### src/rtl/mem_access_pkg.sv
// Shared constants and types for the memory-access stage: load/store codes,
// FSM states and byte-lane enable patterns.
package mem_access_pkg;

   localparam logic [2:0] LD_NONE = 3'b000;
   localparam logic [2:0] LD_LB   = 3'b001;
   localparam logic [2:0] LD_LH   = 3'b010;
   localparam logic [2:0] LD_LW   = 3'b011;
   localparam logic [2:0] LD_LBU  = 3'b100;
   localparam logic [2:0] LD_LHU  = 3'b101;

   localparam logic [2:0] ST_NONE = 3'b000;
   localparam logic [2:0] ST_SB   = 3'b001;
   localparam logic [2:0] ST_SH   = 3'b010;
   localparam logic [2:0] ST_SW   = 3'b011;

   localparam logic [3:0] BE_NONE = 4'b0000;
   localparam logic [3:0] BE_BYTE = 4'b0001;
   localparam logic [3:0] BE_HALF = 4'b0011;
   localparam logic [3:0] BE_WORD = 4'b1111;

   typedef enum logic [1:0] {
      S_IDLE,
      S_ACCESS,
      S_DONE
   } mau_state_e;

endpackage

### src/rtl/mem_load_align.sv
// Combinational load formatter: picks the addressed byte/halfword out of a
// memory word and sign- or zero-extends it according to the load code.
module mem_load_align
   import mem_access_pkg::*;
(
   input  logic [31:0] i_word,
   input  logic [1:0]  i_addr_lo,
   input  logic [2:0]  i_ld_code,
   output logic [31:0] o_data
);

   logic [7:0]  w_byte;
   logic [15:0] w_half;

   always_comb begin
      case (i_addr_lo)
         2'd0:    w_byte = i_word[7:0];
         2'd1:    w_byte = i_word[15:8];
         2'd2:    w_byte = i_word[23:16];
         default: w_byte = i_word[31:24];
      endcase
      w_half = i_addr_lo[1] ? i_word[31:16] : i_word[15:0];
   end

   always_comb begin
      case (i_ld_code)
         LD_LB:   o_data = {{24{w_byte[7]}}, w_byte};
         LD_LH:   o_data = {{16{w_half[15]}}, w_half};
         LD_LBU:  o_data = {24'd0, w_byte};
         LD_LHU:  o_data = {16'd0, w_half};
         default: o_data = i_word;
      endcase
   end

endmodule

### src/rtl/mem_access_unit.sv
// Memory-access pipeline stage: issues word-wide data-memory requests and stalls
// the pipeline until done. Define MEM_MISALIGN_TRAP_EN to trap misaligned accesses.
module mem_access_unit
   import mem_access_pkg::*;
#(
   parameter int ADDR_W = 32,
   parameter int DATA_W = 32
) (
   input  logic              CLK,
   input  logic              RESET,
   input  logic [2:0]        MEM_READ,
   input  logic [2:0]        MEM_WRITE,
   input  logic [ADDR_W-1:0] ALU_RESULT,
   input  logic [DATA_W-1:0] OUT2,
   input  logic              DMEM_READY,
   input  logic [DATA_W-1:0] DMEM_RDATA,
   output logic              DMEM_READ,
   output logic              DMEM_WRITE,
   output logic [ADDR_W-1:0] DMEM_ADDR,
   output logic [DATA_W-1:0] DMEM_WDATA,
   output logic [3:0]        DMEM_BYTE_EN,
   output logic [DATA_W-1:0] LOAD_DATA,
   output logic              BUSY_WAIT,
   output logic              MISALIGNED
);

`ifdef MEM_MISALIGN_TRAP_EN
   localparam bit TRAP_EN = 1'b1;
`else
   localparam bit TRAP_EN = 1'b0;
`endif

   mau_state_e r_state, w_state_nxt;

   logic [ADDR_W-1:0] r_addr;
   logic [DATA_W-1:0] r_wdata;
   logic [3:0]        r_be;
   logic [1:0]        r_addr_lo;
   logic [2:0]        r_ld_code;
   logic              r_is_store;
   logic [DATA_W-1:0] r_load_data;

   logic              w_st_valid, w_ld_valid, w_is_word, w_is_half;
   logic              w_mis_raw, w_misaligned, w_op_ok;
   logic [1:0]        w_addr_lo;
   logic [3:0]        w_be;
   logic [DATA_W-1:0] w_wdata, w_fmt;
   logic              w_busy, w_accept, w_complete;

   // A store wins over a simultaneous load.
   assign w_st_valid = MEM_WRITE inside {ST_SB, ST_SH, ST_SW};
   assign w_ld_valid = !w_st_valid && (MEM_READ inside {LD_LB, LD_LH, LD_LW, LD_LBU, LD_LHU});
   assign w_is_word  = w_st_valid ? (MEM_WRITE == ST_SW) : (MEM_READ == LD_LW);
   assign w_is_half  = w_st_valid ? (MEM_WRITE == ST_SH)
                                  : (MEM_READ == LD_LH || MEM_READ == LD_LHU);

   assign w_mis_raw    = (w_st_valid || w_ld_valid) &&
                         ((w_is_word && ALU_RESULT[1:0] != 2'b00) || (w_is_half && ALU_RESULT[0]));
   assign w_misaligned = TRAP_EN && w_mis_raw;
   assign w_op_ok      = (w_st_valid || w_ld_valid) && !w_misaligned;

   // Without the trap, offending low bits are forced to natural alignment.
   assign w_addr_lo = w_is_word ? 2'b00 : (w_is_half ? {ALU_RESULT[1], 1'b0} : ALU_RESULT[1:0]);
   assign w_be      = w_is_word ? BE_WORD : (w_is_half ? (BE_HALF << w_addr_lo) : (BE_BYTE << w_addr_lo));
   assign w_wdata   = w_is_word ? OUT2 : (w_is_half ? {2{OUT2[15:0]}} : {4{OUT2[7:0]}});

   always_ff @(posedge CLK or posedge RESET) begin
      if (RESET) r_state <= S_IDLE;
      else       r_state <= w_state_nxt;
   end

   // NOTE: every output of this block is given a default first so no latch is inferred.
   always_comb begin
      w_state_nxt = r_state;
      w_busy      = 1'b0;
      w_accept    = 1'b0;
      w_complete  = 1'b0;
      case (r_state)
         S_IDLE: begin
            if (w_op_ok) begin
               w_busy      = 1'b1;
               w_accept    = 1'b1;
               w_state_nxt = S_ACCESS;
            end
         end
         S_ACCESS: begin
            w_busy = 1'b1;
            if (DMEM_READY) begin
               w_complete  = 1'b1;
               w_state_nxt = S_DONE;
            end
         end
         S_DONE:  w_state_nxt = S_IDLE;
         default: w_state_nxt = S_IDLE;
      endcase
   end

   mem_load_align u_load_align (
      .i_word    (DMEM_RDATA),
      .i_addr_lo (r_addr_lo),
      .i_ld_code (r_ld_code),
      .o_data    (w_fmt)
   );

   // NOTE: sequential state uses non-blocking assignments so all registers update together.
   always_ff @(posedge CLK or posedge RESET) begin
      if (RESET) begin
         r_addr      <= '0;
         r_wdata     <= '0;
         r_be        <= BE_NONE;
         r_addr_lo   <= 2'b00;
         r_ld_code   <= LD_NONE;
         r_is_store  <= 1'b0;
         r_load_data <= '0;
      end else begin
         if (w_accept) begin
            r_addr     <= {ALU_RESULT[ADDR_W-1:2], 2'b00};
            r_wdata    <= w_wdata;
            r_be       <= w_be;
            r_addr_lo  <= w_addr_lo;
            r_ld_code  <= MEM_READ;
            r_is_store <= w_st_valid;
         end
         if (w_complete && !r_is_store)
            r_load_data <= w_fmt;
         else if (r_state == S_IDLE && w_misaligned && w_ld_valid)
            r_load_data <= '0;
      end
   end

   // Reset gates the combinational outputs so an abandoned request drops at once.
   assign DMEM_READ    = (r_state == S_ACCESS) && !r_is_store;
   assign DMEM_WRITE   = (r_state == S_ACCESS) && r_is_store;
   assign DMEM_ADDR    = r_addr;
   assign DMEM_WDATA   = r_wdata;
   assign DMEM_BYTE_EN = r_be;
   assign LOAD_DATA    = r_load_data;
   assign BUSY_WAIT    = w_busy && !RESET;
   assign MISALIGNED   = w_misaligned && !RESET;

endmodule

### config.mk
export PLATFORM = sky130hd
export DESIGN_NAME = mem_access_unit
export DESIGN_NICKNAME = d
export VERILOG_FILES = /design/src/rtl/mem_access_pkg.sv /design/src/rtl/mem_load_align.sv /design/src/rtl/mem_access_unit.sv
export SDC_FILE = /design/constraint.sdc
export NUM_CORES = 1
export LEC_CHECK = 0
export ABC_AREA = 1
export CORE_AREA = 5 5 117 119
export CTS_CLUSTER_SIZE = 16
export DETAILED_ROUTE_END_ITERATION = 8
export DIE_AREA = 0 0 122 124
export GPL_TIMING_DRIVEN = 0
export HOLD_SLACK_MARGIN = 0.05
export MAX_ROUTING_LAYER = met4
export PLACE_DENSITY = 0.8
export SLEW_MARGIN = 25
export SYNTH_ARGS = -nofsm -noshare
export SYNTH_HDL_FRONTEND = slang
export SYNTH_HIERARCHICAL = 1
export SYNTH_SLANG_ARGS = --single-unit
### constraint.sdc
create_clock -name CLK -period 4.3 [get_ports CLK]
set_input_delay 0.86 -clock CLK [delete_from_list [all_inputs] [get_ports CLK]]
set_output_delay 0.86 -clock CLK [all_outputs]
set_load 0.1 [all_outputs]
---- After elaboration in Yosys (flattened, before gate mapping) ----
Cells that the tools add are included.
W data, S select, Z words.
word-level totals
  register bits after elaboration ......... 106
  bits in latches ......................... 0
  memory bits (writable) .................. 0
  ROM bits ................................ 0
  input port bits ......................... 105
  output and inout bits ................... 104
  logic and storage cells ................. 61
  memories kept ........................... 0
cells by class
  $add $sub $neg .......................... 0
  multiply operators ...................... 0
  divide/modulo/power cells ............... 0
  order comparisons ....................... 0
  eq/ne operators ......................... 17
  shifts and indexed selects .............. 2
  mux-type cells .......................... 19
  bitwise logic cells ..................... 0
  reduce and logical (&&, ||, !) cells .... 15
operator list
  operator               count
  $pmux W32 S4           1
  $mux W32               2
  $pmux W8 S3            1
  $mux W16               1
  $eq A3 B2 Y1 const B   5
  $eq A3 B3 Y1 const B   4
  $eq A3 B1 Y1 const B   3
  $mux W4                2
  $mux W1                7
  $mux W2                3
  $logic_and A1 B1 Y1    5
  $reduce_bool A5 Y1     1
  $eq A2 B1 Y1 const B   2
  $logic_not A2 Y1       2
  $ne A2 B2 Y1 const B   2
  $pmux W2 S2            1
  $shl A1 B2 Y4 const A  1
  $shl A2 B2 Y4 const A  1
  $logic_not A1 Y1       3
  $reduce_bool A3 Y1     1
  $eq A2 B2 Y1 const B   1
  $logic_or A1 B1 Y1     2
  $pmux W1 S2            1
  $reduce_and A2 Y1      1

---- Depth between registers and ports, before layout ----
Gate-level depths: netlist of run 1.
  word-level depth ........................ 8
  mapped depth ............................ 10
  mapped depth without buffers ............ 9

---- By module ----
The synthesis of run 1 kept the hierarchy.
by module, submodules not included
  module           times used  cells an instance  area each (um^2)  sequential area each (um^2)
  mem_access_unit  1           467                4468.0            2652.5
  mem_load_align   1           211                944.7             0.0

---- Least setup slack after synthesis of run 1 ----
OpenSTA, ideal clock, no wires.
  path type ............................... input -> output
  start point ............................. input MEM_READ[1]
  end point ............................... output BUSY_WAIT
  arrival time ............................ 2945 ps
  required time ........................... 3440 ps
  path slack .............................. 495 ps
  cell stages on the path ................. 7
  buffers on the path ..................... 2
  path through ............................ inv_1 o21ai_1 nand3_1 nand2_2 buf_4 buf_2 a21oi_1
between the ends
  longest elaborated chain between the ends .. 7
  elaborated cells between the ends (all ways) .. 11
  classes of those cells .................. eq/ne (5); mux (2); reduce/logical (4)
RTL lines
  what                                        RTL line                text
  start, declared                             mem_access_unit.sv:11   input logic [2:0] MEM_READ,
  $eq A3 B1 Y1, or another cell as far along  mem_access_unit.sv:52   assign w_ld_valid = !w_st_valid && (MEM_READ inside {LD_LB, LD_LH, LD_LW, LD_LBU, LD_LHU});
  $reduce_bool A5 Y1 (*)                      mem_access_unit.sv:52
  $logic_and A1 B1 Y1 (*)                     mem_access_unit.sv:52
  $logic_or A1 B1 Y1 (*)                      mem_access_unit.sv:60   assign w_op_ok = (w_st_valid || w_ld_valid) && !w_misaligned;
  $mux W1 (*)                                 mem_access_unit.sv:80   if (w_op_ok) begin
  $pmux W1 S2 (*)                             mem_access_unit.sv:78   case (r_state)
  $logic_and A1 B1 Y1 (*)                     mem_access_unit.sv:138  assign BUSY_WAIT = w_busy && !RESET;
  end, declared                               mem_access_unit.sv:23   output logic BUSY_WAIT,
Every way passes the cells marked *; elsewhere a longest branch is shown, timed or not.

---- Final worst setup path of run 1 ----
  start point ............................. input MEM_READ[2]
  end point ............................... output BUSY_WAIT
Same word-level chain as after synthesis.

==> results of run 1 <==
stage by stage:
stage | worst slack [ns] | setup TNS [ns] | hold slack, ns
6_report | 0.422 | 0 | 0.477
5_1_grt | 0.294 | 0 | 0.504
4_1_cts | 0.0271 | 0 | 0.478
3_5_place_dp | 0.0458 | 0 | 0.464
3_3_place_gp | -1.03 | -108.32 | 0.455
2_1_floorplan | 0.495 | 0 | 0.435
layout make-up:
type                            instances  area [µm²]
Fill cell                            1090        4460
Sequential cell                       106        2650
Multi-Input combinational cell        494        2380
Timing Repair Buffer                  206        2080
Clock buffer                           12         246
Tap cell                              172         215
Buffer                                 31         195
Inverter                               49         195
Clock inverter                          2        38.8
synth_stat cells (all sizes together):
cell	n	area (µm²)
a21boi	8	60.1
a21oi	47	235
buf	29	188
clkbuf	2	7.51
clkinv	1	5.00
conb	1	3.75
dfrtp	106	2650
inv	48	185
mux2	32	360
nand2	230	901
nand3	37	190
nand3b	2	27.5
nand4	8	50.1
nor2	89	334
o211ai	3	22.5
o21a	4	30.0
o21ai	30	154
or2	1	6.26
cells by family after synthesis:
kind of cell / Yosys count
buf+inv: 80
simple gates: 367
other cells: 1
flops: 106
mux: 32
compound gates: 92
critical path, stage by stage:
cell,delay [ns]
sky130_fd_sc_hd__clkdlybuf4s50_1,0.48
sky130_fd_sc_hd__inv_1,0.13
sky130_fd_sc_hd__nand2_1,0.06
sky130_fd_sc_hd__nand3_1,0.09
sky130_fd_sc_hd__nand2_2,0.10
sky130_fd_sc_hd__buf_4,0.20
sky130_fd_sc_hd__buf_2,0.19
sky130_fd_sc_hd__a21oi_1,0.14
sky130_fd_sc_hd__dlymetal6s2s_1,0.76
per-layer routing:
metal  up-vias  track usage, %
met3        30            6.99
met1      2470            30.0
met2       244            38.6
met4         0            9.17
li1       2600               -
met5         -               -
state kept, by name, indices dropped and copies added, names as in the netlist:
| register | count |
|---|---|
| r_is_store | 1 |
| r_ld_code | 3 |
| DMEM_WDATA | 32 |
| r_state | 2 |
| LOAD_DATA | 32 |
| DMEM_BYTE_EN | 4 |
| r_addr_lo | 2 |
| DMEM_ADDR | 30 |
worst max path at each step:
stage | to | slack [ns] | depth (start not counted)
after global placement | DMEM_WDATA[23] | -1.03 | 2
after floorplan | BUSY_WAIT | 0.49 | 7
final | BUSY_WAIT | 0.42 | 9
after global routing | BUSY_WAIT | 0.29 | 9
after detailed placement | BUSY_WAIT | 0.05 | 8
after CTS | BUSY_WAIT | 0.03 | 8
==> results.toml, run 1 <==
[status]
outcome = "complete, no violations"

[drt]
via_count = 5344
drt_iter0_markers = 408
post-route-drc-count = 0
routed_wl_um = 17500
post_drt_via_cell_ratio = 4.99
route.met3.wl_um = 1620
wl_met1_um = 7330
top_layer_used = "met4"
first_pass_detailed_route_iteration_total = 5
met2WireLength_um = 8110
wire_per_inst_um = 16.3
antenna_left = 0

[yosys]
synth_top_family_by_area = "simple AND/OR/NAND/NOR gates"
synth_mux_area_share_pct = 6.66
synthCells = 678
synthSimpleGateAreaFrac_pct = 27.9
syn-mean-instance-area_um2 = 7.98
synth_xor_area_share_pct = 0
synth_adder_area_share_pct = 0
synthesis.yosys.warnings = 6
post_synth_num_cell_types = 28
synth_sequential_area_ratio_pct = 49.0
synth-seq-cells = 106
synth-compound-area-share_pct = 9.27
post_synth_instance_area_um2 = 5410

[timing]
final-setup-viol-count = 0
final.period_utilization_pct = 90.2
fin_worst_skew_ns = 0.00716
worst_slew_pin_slew_ns = 1.04
worst_slew_margin_rel_pct = 30.4
report.final.slew_viol_count = 0
fmax_mhz = 258
rsz0062_at_grt = "false"
post-route-min-period_ns = 3.88
final_number_of_hold_violating_endpoints = 0

[setup_path]
worstReg2RegEnd = "LOAD_DATA[19]"
crit_path_end_kind = "output port"
type_of_the_worst_setup_path = "input port to output port"
timing.critical_path.arrival_ns = 3.02
largest_fanout_of_any_net_on_the_critical_path = 10
worst_setup_path_startpoint = "MEM_READ[2]"
rr_startpoint = "r_addr_lo[1]"
ff2ff_setup_slack_ns = 2.56
ff2ff_path_depth = 9
timing.critical_path.from_type = "input port"
worstPathRequired_ns = 3.44

[die]
number_of_i_o_pins = 209
start_util_pct = 43.4
core_area_um2 = 12500
die_w_um = 122
placementRows = 41
dieArea_um2 = 15100
die_ht_um = 124

[cells_and_area]
finish.utilization_pct = 64.2
synthToLayoutAreaGrowth_pct = 47.9
nets = 1002
layout_commonest_cell = "sky130_fd_sc_hd__nand2_1"
most-common-layout-cells = "sky130_fd_sc_hd__nand2_1 (221), sky130_fd_sc_hd__clkdlybuf4s50_1 (204), sky130_fd_sc_hd__dfrtp_1 (106)"
final_cell_area_um2 = 8010
post_layout_nonfiller_instances = 1072
post_route_cells_drive_above_1_share_pct = 10.6
diodes = 0

[placement]
place.port_buffers = 205
placed_cells = 1058
dpl-instance-area_um2 = 7720
place.gp.congestion = 0.946
dpl.hpwl_um = 13400

[clock_tree]
clk_transition_reported_paths_ns = 0.07
post_cts_resized = 0
cts_setup_buffers = 0
clock-sinks = 106
root_buffer = "sky130_fd_sc_hd__clkbuf_16"
postCtsHoldBufs = 0
cts_inserted_buffers = 9
tritoncts = "done"
clkLatencyLatePin_ns = 0.35
clk_path_buf_depth = 2
ctsHtreeMaxLevel = 3

[hold_path]
min-delay-start = "r_state[1]"
hold_class = "register to register"
min_path_cells = 1
hold_end = "r_state[1]"

[grt]
groute.usage.overall_pct = 24.4
first_global_vias = 5526
grt_overflow_total = 0
grt_pass1_wl_um = 27700
grt_start_max_net_pins = 60
antenna_found_initial = 0

[flow_run]
max_cap_viol_count = 0
Power of run 1 is left out: the tool's default activity adds up to more than one toggle a clock period on the data nets, which glitch-free logic cannot reach.
==> run 2: changes to the inputs <==
--- a/config.mk
+++ b/config.mk
@@ -6,10 +6,10 @@
 export NUM_CORES = 1
 export LEC_CHECK = 0
 export ABC_AREA = 1
-export CORE_AREA = 5 5 117 119
+export CORE_AREA = 2 2 114 116
 export CTS_CLUSTER_SIZE = 16
 export DETAILED_ROUTE_END_ITERATION = 8
-export DIE_AREA = 0 0 122 124
+export DIE_AREA = 0 0 116 118
 export GPL_TIMING_DRIVEN = 0
 export HOLD_SLACK_MARGIN = 0.05
 export MAX_ROUTING_LAYER = met4
==> run 2 against run 1 <==
Cell area increased by 0.13%. Critical endpoint unchanged. Worst hold slack got worse by 0.0046 ns. First-iteration DRC count decreased by 15%. Count of clock-buffer cells in the layout unchanged. Clock skew about the same. Critical path type unchanged.
==> results.toml, run 2 (same netlist as run 1, synthesis figures left out) <==
[grt]
grt_pass1_wl_um = 26700
grt_start_max_net_pins = 73
grt_overflow_total = 0
first_global_vias = 5334
antenna_found_initial = 0
groute.usage.overall_pct = 25.9

[cells_and_area]
final_cell_area_um2 = 8020
most-common-layout-cells = "sky130_fd_sc_hd__nand2_1 (221), sky130_fd_sc_hd__clkdlybuf4s50_1 (204), sky130_fd_sc_hd__dfrtp_1 (106)"
synthToLayoutAreaGrowth_pct = 48.1
post_route_cells_drive_above_1_share_pct = 11.0
layout_commonest_cell = "sky130_fd_sc_hd__nand2_1"
diodes = 0
finish.utilization_pct = 64.6
nets = 1002
final.fill_count = 1127

[timing]
worst_slew_margin_rel_pct = 30.7
worst_slew_pin_slew_ns = 1.04
rsz0062_at_grt = "false"
final.period_utilization_pct = 93.2
final_number_of_hold_violating_endpoints = 0
fin_worst_skew_ns = 0.00716
final.setup.worst_slack_ns = 0.292
fmax_mhz = 249
post-route-min-period_ns = 4.01
report.final.slew_viol_count = 0
final-setup-viol-count = 0
worst_hold_slack_ns = 0.473

[drt]
first_pass_detailed_route_iteration_total = 5
wire_per_inst_um = 15.6
drt_iter0_markers = 347
antenna_left = 0
post-route-drc-count = 0
post_drt_via_cell_ratio = 4.99
via_count = 5356
routed_wl_um = 16800

[die]
placementRows = 41
dieArea_um2 = 13700
core_area_um2 = 12400
start_util_pct = 43.6
die_w_um = 116
die_ht_um = 118
number_of_i_o_pins = 209

[clock_tree]
ctsHtreeMaxLevel = 3
postCtsHoldBufs = 0
tritoncts = "done"
clk_path_buf_depth = 2
clkLatencyLatePin_ns = 0.35
clock-sinks = 106
clk_transition_reported_paths_ns = 0.07
cts_inserted_buffers = 9
root_buffer = "sky130_fd_sc_hd__clkbuf_16"

[placement]
dpl.hpwl_um = 12800
placement.setup.worst_slack_ns = -0.00297
place.port_buffers = 205
place.gp.congestion = 0.924
dpl-instance-area_um2 = 7720

[setup_path]
type_of_the_worst_setup_path = "input port to output port"
timing.critical_path.from_type = "input port"
crit_path_end_kind = "output port"
worstPathRequired_ns = 3.44
largest_fanout_of_any_net_on_the_critical_path = 10
timing.critical_path.arrival_ns = 3.15

[status]
outcome = "complete, no violations"

[flow_run]
max_cap_viol_count = 0

[hold_path]
hold_class = "register to register"
-- run 2: changes by cell type in the layout (fill, tap and decap cells not counted), sizes merged --
| cell | before | now |
|---|---|---|
| inv | 48 | 50 |
| dlymetal6s2s | 1 | 0 |
| clkinvlp | 0 | 1 |
| bufinv | 1 | 0 |
| dlygate4sd2 | 0 | 1 |
-- run 2: path summary, 6_finish.rpt --
kind | depth (start not counted) | slack, ns | startpoint | to
min in group asynchronous | 2 | 0.89 | RESET | DMEM_WDATA[13]
setup reg to reg | 9 | 2.51 | r_addr_lo[1] | LOAD_DATA[21]
max in group asynchronous | 3 | 2.77 | RESET | LOAD_DATA[21]
hold / removal | 1 | 0.47 | r_state[1] | r_state[1]
hold reg to reg | 1 | 0.47 | r_state[1] | r_state[1]
setup / recovery | 9 | 0.29 | MEM_READ[1] | BUSY_WAIT
-- run 2: area by class of cell --
class	count	area [µm²]	area share [%]
plain buffers	31	195	2.43
clock buffers	12	267	3.32
clock inverters	4	32.5	0.406
inverters	49	195	2.43
multi-input cells	494	2380	29.7
flip-flops and latches	106	2650	33.1
well taps	172	215	2.68
repair buffers	206	2080	25.9
-- run 2: through the flow --
step | cells | setup TNS (ns)
after CTS | 1074 | 0
after global routing | 1074 | 0
after global placement | 1057 | -107.56
after detailed placement | 1058 | -0.00297
after floorplan | 680 | 0
final | 1074 | 0
-- run 2: layer usage --
metal / vias up / share of wire, % / GRT usage (%)
met4: 0 / 3.2 / 11.7
li1: 2593 / - / -
met1: 2499 / 43 / 33.0
met3: 33 / 7.6 / 6.18
met5: - / 0 / -
met2: 231 / 46 / 38.9
-- run 2: critical path, stage by stage --
cell and delay (ns):
sky130_fd_sc_hd__clkdlybuf4s50_1 0.47, sky130_fd_sc_hd__inv_1 0.12, sky130_fd_sc_hd__o21ai_1 0.07, sky130_fd_sc_hd__nand3_1 0.09
sky130_fd_sc_hd__nand2_2 0.10, sky130_fd_sc_hd__buf_4 0.20, sky130_fd_sc_hd__buf_2 0.19, sky130_fd_sc_hd__a21oi_1 0.13
sky130_fd_sc_hd__dlygate4sd2_1 0.90
-- run 2: what timing repair did --
| item | 4_1_cts | 5_1_grt |
|---|---|---|
| gates resized for setup | 1 | 0 |
| endpoints found under the setup margin | 1 | 0 |
| setup buffers | 0 | 0 |
Power of run 2 is left out for the same reason.
